File: src/rtl/ysyx_22050019_ifu_pkg.sv
// Shared definitions for the instruction fetch unit: FSM encoding, reset PC,
// bus response codes and the PC alignment helper.
package ysyx_22050019_ifu_pkg;

    typedef enum logic [1:0] {
        IFU_REQ  = 2'd0,
        IFU_WAIT = 2'd1,
        IFU_HOLD = 2'd2
    } ifu_state_e;

    localparam logic [63:0] IFU_RESET_PC = 64'h0000_0000_8000_0000;

    localparam logic [1:0] RESP_OKAY = 2'b00;

    // Instructions are 4-byte aligned; the low two target bits carry no meaning.
    function automatic logic [63:0] align_pc(input logic [63:0] target);
        return {target[63:2], 2'b00};
    endfunction

endpackage

File: src/rtl/ysyx_22050019_ifu.sv
// Instruction fetch: one outstanding 64-bit read per instruction, word picked by pc[2].
// Latency: 3 cycles per instruction with zero-wait memory (REQ, WAIT, HOLD); no prefetch.
// Backpressure: HOLD keeps inst_* stable until out_ready; a redirect squashes or flushes.
module ysyx_22050019_ifu
    import ysyx_22050019_ifu_pkg::*;
#(
    parameter logic [63:0] RESET_PC = IFU_RESET_PC,
    parameter int          BUS_W    = 64
) (
    input  logic             clk,
    input  logic             rst,

    output logic             ar_valid,
    input  logic             ar_ready,
    output logic [63:0]      ar_addr,

    input  logic             r_valid,
    output logic             r_ready,
    input  logic [BUS_W-1:0] r_data,
    input  logic [1:0]       r_resp,

    output logic             out_valid,
    input  logic             out_ready,
    output logic [63:0]      inst_addr_pc,
    output logic [31:0]      inst_o,
    output logic             inst_fault,

    input  logic             redir_valid,
    input  logic [63:0]      redir_pc
);

    ifu_state_e  state, state_nxt;
    logic [63:0] pc, pc_nxt;
    logic        flush, flush_nxt;
    logic        latch_en;

    logic        ar_hs, r_hs, out_hs;
    logic [31:0] word_sel;
    logic [63:0] redir_aligned;

    assign ar_valid  = !rst && (state == IFU_REQ);
    assign r_ready   = !rst && (state == IFU_WAIT);
    assign out_valid = !rst && (state == IFU_HOLD);
    assign ar_addr   = {pc[63:3], 3'b000};

    assign ar_hs  = ar_valid  && ar_ready;
    assign r_hs   = r_valid   && r_ready;
    assign out_hs = out_valid && out_ready;

    assign word_sel      = pc[2] ? r_data[63:32] : r_data[31:0];
    assign redir_aligned = align_pc(redir_pc);

    // A redirect always wins the PC, whatever state the fetch is in.
    always_comb begin
        pc_nxt = pc;
        if (redir_valid) begin
            pc_nxt = redir_aligned;
        end else if (out_hs) begin
            pc_nxt = pc + 64'd4;
        end
    end

    always_comb begin
        state_nxt = state;
        flush_nxt = flush;
        latch_en  = 1'b0;
        case (state)
            IFU_REQ: begin
                // An address beat accepted in the redirect cycle still carries
                // the old PC, so its data must be drained and dropped.
                if (ar_hs) begin
                    state_nxt = IFU_WAIT;
                    flush_nxt = redir_valid;
                end
            end
            IFU_WAIT: begin
                if (r_hs) begin
                    flush_nxt = 1'b0;
                    if (flush || redir_valid) begin
                        state_nxt = IFU_REQ;
                    end else begin
                        latch_en  = 1'b1;
                        state_nxt = IFU_HOLD;
                    end
                end else if (redir_valid) begin
                    flush_nxt = 1'b1;
                end
            end
            IFU_HOLD: begin
                if (out_hs || redir_valid) begin
                    state_nxt = IFU_REQ;
                end
            end
            default: begin
                state_nxt = IFU_REQ;
                flush_nxt = 1'b0;
            end
        endcase
    end

    always_ff @(posedge clk) begin
        if (rst) begin
            state        <= IFU_REQ;
            pc           <= RESET_PC;
            flush        <= 1'b0;
            inst_o       <= 32'd0;
            inst_fault   <= 1'b0;
            inst_addr_pc <= RESET_PC;
        end else begin
            state <= state_nxt;
            pc    <= pc_nxt;
            flush <= flush_nxt;
            if (latch_en) begin
                inst_o       <= word_sel;
                inst_fault   <= (r_resp != RESP_OKAY);
                inst_addr_pc <= pc;
            end
        end
    end

endmodule

File: config.mk
export PLATFORM = sky130hd
export DESIGN_NAME = ysyx_22050019_ifu
export DESIGN_NICKNAME = d
export VERILOG_FILES = /design/src/rtl/ysyx_22050019_ifu_pkg.sv /design/src/rtl/ysyx_22050019_ifu.sv
export SDC_FILE = /design/constraint.sdc
export NUM_CORES = 1
export LEC_CHECK = 0
export ABC_CLOCK_PERIOD_IN_PS = 3000
export CAP_MARGIN = 5
export CORE_MARGIN = 5
export CORE_UTILIZATION = 30
export CTS_BUF_LIST = sky130_fd_sc_hd__clkbuf_2
export DETAILED_ROUTE_END_ITERATION = 16
export PLACE_DENSITY = 0.63
export SYNTH_ARGS = -nofsm -noshare
export SYNTH_HDL_FRONTEND = slang
export SYNTH_SLANG_ARGS = --single-unit
File: constraint.sdc
create_clock -name clk -period 3 [get_ports clk]
set_input_delay 0.6 -clock clk [delete_from_list [all_inputs] [get_ports clk]]
set_output_delay 0.6 -clock clk [all_outputs]
set_load 0.03 [all_outputs]
## Yosys cells after proc, flatten, opt, wreduce, memory -nomap -nowiden

Index checks and enable logic that the tools add are counted.

- Equal/unequal tests: 6
- Bitwise logic cells: 1
- Add/subtract/negate cells: 1
- Reductions and logical operators: 15
- Multiplexer cells: 15

Operators with widths:

| kind | count |
|---|---|
| $mux W64 | 2 |
| $add A64 B3 Y64 const B | 1 |
| $mux W32 | 1 |
| $mux W2 | 4 |
| $logic_and A1 B1 Y1 | 6 |
| $mux W1 | 6 |
| $pmux W2 S3 | 1 |
| $reduce_and A3 Y1 | 2 |
| $ne A2 B2 Y1 const B | 2 |
| $reduce_bool A2 Y1 | 2 |
| $ne A3 B3 Y1 const B | 1 |
| $pmux W1 S3 | 1 |
| $eq A2 B1 Y1 const B | 1 |
| $eq A2 B2 Y1 const B | 1 |
| $logic_not A2 Y1 | 1 |
| $logic_or A1 B1 Y1 | 2 |
| $ne A2 B1 Y1 const B | 1 |
| $reduce_or A2 Y1 | 1 |
| $logic_not A1 Y1 | 1 |
| $not A1 Y1 | 1 |

- Output and inout bits: 164
- Logic and storage cells: 45
- Register bits after elaboration: 164

## Depth between registers and ports, before layout

- Depth after elaboration: 6
- Gate-level depth with buffers: 8
- Mapped depth without buffers: 6

## Least setup slack after synthesis

OpenSTA, ideal clock, no wires.

- Path type: input to register
- Start: in rst
- End: reg inst_o[0]
- Setup slack: 0.076 ns
- Path buffers: 4
- Stages on the path: 7
- Data arrival time: 2.787 ns
- Data required time: 2.863 ns
- Cell sequence: clkbuf_1 > nor3b_1 > and3_1 > clkbuf_1 > clkbuf_1 > buf_1 > a211oi_1

- Longest elaborated chain between the ends: 5

RTL lines:

| element | RTL line | RTL |
|---|---|---|
| start: declaration | ysyx_22050019_ifu.sv:11 | `input logic rst,` |
| $logic_not A1 Y1 | ysyx_22050019_ifu.sv:42 | `assign r_ready = !rst && (state == IFU_WAIT);` |
| $logic_and A1 B1 Y1 | ysyx_22050019_ifu.sv:42 |  |
| via r_ready | ysyx_22050019_ifu.sv:18 | `output logic r_ready,` |
| $logic_and A1 B1 Y1 | ysyx_22050019_ifu.sv:47 | `assign r_hs = r_valid && r_ready;` |
| $mux W1 | ysyx_22050019_ifu.sv:77 | `if (r_hs) begin` |
| $mux W1 | ysyx_22050019_ifu.sv:67 | `case (state)` |
| end signal: assignment | ysyx_22050019_ifu.sv:114 | `inst_o <= word_sel;` |
| end: declaration | ysyx_22050019_ifu.sv:25 | `output logic [31:0] inst_o,` |

The timed path passes the listed nets, and every way through them passes these cells.
A chain may end at the register's enable or synchronous reset.

## Final worst setup path

- Start: reg pc[52]
- End: out ar_addr[52]

RTL lines:

| element | RTL line | RTL |
|---|---|---|
| start: declaration | ysyx_22050019_ifu.sv:33 | `logic [63:0] pc, pc_nxt;` |
| start signal: assignment | ysyx_22050019_ifu.sv:111 | `pc <= pc_nxt;` |
| end: declaration | ysyx_22050019_ifu.sv:15 | `output logic [63:0] ar_addr,` |

No word-level cell between the ends.

==> summary.md <==
| Metric | Value |
|---|---|
| Outcome | finished, final reports clean |
| Cells after Synth | slightly above 1k |
| GRT overflow | 0 |
| Buf/Inv on CP | 1 |
| Post-route setup slack | between 200 and 300 ps |
| Area of the die | 0.0301 mm2 |
| RSZ-0062 raised after global routing | false |
| Fin nets | between 1k and 1.5k |
| Final core utilization | 43.1% |
| Synthesized flop and latch total | 160 |
| Hold crit path type | primary input to flop |
| Internal power | a little under 3 mW |
| Htree depth | 4 |
| Final wirelength | 28200 um |
| Gpl congestion | about 0.82 |
| Syn Area/Cell | ~8.0 um2 |
| Core Rows | 59 |
| Max_cap viols | 0 |
| Sw Ratio | between 30 and 40% |
| Clk pwr share | between 20% and 30% |
| Layout cells sized above 1 | approximately 8.0% |
| Largest net degree at the start of global routing | 77 |
| Synth warn | 0 |
| Hold_ws | around 210 ps |
| Sequential-to-total area share from yosys stat | between 30% and 40% |
| Vias in the first global route | 7704 |
| Max Freq | about 370 MHz |
| Post-synth EDFFs | 0 |
| R2r worst-path depth | 5 |
| VDD IR max | approximately 0.18 mV |
| Pre-CTS setup slack | -227 ps |
| Clock skew | approximately 49 ps |
| Crit Path Category | flop to primary output |
| Slew @ Worst Pin | just under 900 ps |
| Post-route DRC violation count | 0 |
| Pwr per Cell Area | about 380 mW/mm2 |
| Minimum clock period | ~2700 ps |
| CP endpoint kind | primary output |
| Psw | 1.40 mW |
| Clk pin slew, worst setup/hold paths | about 260 ps |
| Hold buffer count at cts | 0 |
| Netlist cell types | 60 |
| Share of total power in sequential cells | about 53% |
| Area post-placement | 0.0111 mm2 |
| First-pass GRT wire length | 43900 um |
| Finished Cell Area | ~0.011 mm2 |
| Main flop type after synthesis | dfxtp_1 |
| Commonest non-fill, non-tap cell in the layout | clkdlybuf4s50_1 |
| Initial antenna violation count | 3 |
| Wire per inst | roughly 18 um |
| Sequential standard cell area | approximately 0.0032 mm2 |
| Comb power frac | a little under a fifth |
| R2R setup slack | ~350 ps |
| Multi-input logic area | 0.00402 mm2 |
| Core area | ~0.026 mm2 |
| Cell area after synthesis | between 0.008 and 0.009 mm2 |
| Iteration-0 DRC Markers | 502 |
| CP arrival | 2130 ps |
| Cell taking the most area after synthesis | dfxtp_1 |
| Worst-Skew Late Latency | roughly 760 ps |
| Worst EP required | around 2400 ps |
| Hold Path Depth | 3 |
| Critical path, cell by cell | clkdlybuf4s50_1 |
| Min-Delay Endpoint | pc[9] |
| LEAKAGE | roughly 3.7 nW |
| Critical Path Start Type | flop |
| Most frequent cells in the layout | clkdlybuf4s50_1 (288), nand2_1 (177), dfxtp_1 (159) |
| Final Hold Viols | 0 |
| Die width | roughly 170 um |
| R2r startpoint | pc[17] |
| Max stage delay cell, worst path | clkdlybuf4s50_1 |
| Clk root buf | clkbuf_2 |
| Fin crit share | about nine tenths |
| Clock Tree Buf Depth | 2 |
| Async SR Flop Fraction | 0% |
| Pre-Repair DR Iteration Count | 5 |
| CP max FO | 8 |
| Critical R2R Capture | pc[53] |
| Total CTS buffers | 17 |
| Slew margin rel. | between 40% and 50% |
| Finish-stage setup viols | 0 |
| Starting Density | between 30% and 40% |
| Hold Startpoint | redir_valid |
| Die Y | about 170 um |
| Slowest cell delay on critical path | around 760 ps |
| Post-DRT Antenna Nets | 0 |
| Vias | slightly above 8k |
| TritonCTS clock tree | built |
| Synth area leaders | dfxtp_1 (40%), nand2_1 (8.3%), buf_4 (6.2%) |
| # fillers | approximately 2.6k |
| Vias per cell | between 5 and 6 |
| Total GRT Usage | a little under a fifth |
| Area share of the largest cell type after synthesis | 40.0% |
| Port Buffers | slightly below 300 |
| Max-slew violations | 0 |
| Setup_tns | 0 ps |
| Clk sinks | 160 |
| I/O Pins | 300 |
| Area Growth Syn to Fin | 40.9% |
| Critical path's top delay family | buffers and inverters |
| HPWL Detailed | approximately 21000 um |
through the flow:
stage,power [mW],cells
after floorplan,2.79,1011
after global routing,4.53,1589
after global placement,3.15,1555
after detailed placement,3.16,1555
final,4.32,1589
after CTS,4.38,1587
worst max path at each step:
| stage | start | endpoint | slack, ps | cells past startpoint |
|---|---|---|---|---|
| 3_5_place_dp | out_ready | pc[53] | -230 | 8 |
| 2_1_floorplan | rst | inst_o[0] | 80 | 7 |
| 6_report | pc[52] | ar_addr[52] | 270 | 1 |
| 4_1_cts | state[1] | out_valid | 60 | 3 |
| 5_1_grt | pc[4] | pc[41] | 60 | 7 |
| 3_3_place_gp | out_ready | pc[39] | -130 | 7 |
power by group through the flow:
| stage | clock network, mW | logic (mW) | registers (mW) |
|---|---|---|---|
| global route | 1.33 | 0.879 | 2.31 |
| global placement | 0 | 0.821 | 2.33 |
| CTS | 1.25 | 0.830 | 2.30 |
| detailed placement | 0 | 0.827 | 2.34 |
| finish | 1.20 | 0.822 | 2.30 |
| floorplan | 0 | 0.445 | 2.34 |
state kept, by name (all words and copies together), names as in the netlist:
name	flops
pc	62
inst_fault	1
flush	1
inst_o	32
inst_addr_pc	62
state	2
area by class of cell:
cell class	instances	area share, %
inverter	13	0.432
antenna	2	0.0443
clock buffer	17	0.754
clock inverter	15	1.20
sequential	160	28.4
timing repair buffer	347	29.8
multi-input combinational	700	35.6
tap	335	3.71
cell families (layout without fill, tap and decap cells):
group	after synthesis	after routing	synth area share (%)
buffers and inverters	151	392	10.2
multiplexers	35	35	4.39
other	1	7	0.0468
adder cells (fa/ha/maj)	1	1	0.156
AO/OA/AOI/OAI	194	194	16.4
XOR/XNOR	27	27	2.95
AND/OR/NAND/NOR	438	438	25.8
flip-flops	160	160	40.0
routing by layer:
| layer | up-vias | track usage, % | share of wire [%] |
|---|---|---|---|
| li1 | 3989 | - | - |
| met1 | 3763 | 22.4 | 43 |
| met2 | 268 | 31.0 | 48 |
| met3 | 24 | 5.19 | 7.4 |
| met4 | 2 | 4.12 | 1.3 |
| met5 | - | 0 | 0.046 |
synth_stat cells (5+ instances only):
library cell / number
and3_1: 15
or4_1: 9
a311oi_1: 13
nand2_1: 177
inv_1: 11
mux2i_1: 34
a2111oi_0: 9
buf_4: 66
and4_1: 6
a211oi_1: 55
nor4_1: 16
nor2_1: 91
or3_1: 13
a21oi_1: 73
dfxtp_1: 160
nand4_1: 23
xor2_1: 6
nand3_1: 32
xnor2_1: 21
o31ai_1: 5
nor3_1: 31
clkbuf_1: 66
nor4b_1: 6
o21ai_0: 11
worst min-delay path, cell delays in order:
cell     delay, ps
buf_2          200
nand2_1         90
a21oi_1         50
repair_timing:
| item | CTS | global route |
|---|---|---|
| endpoints found under the setup margin | 1 | 1 |
| gates resized for setup | 1 | 1 |
| setup buffers | 0 | 0 |
Power figures use the tool's default switching activity.
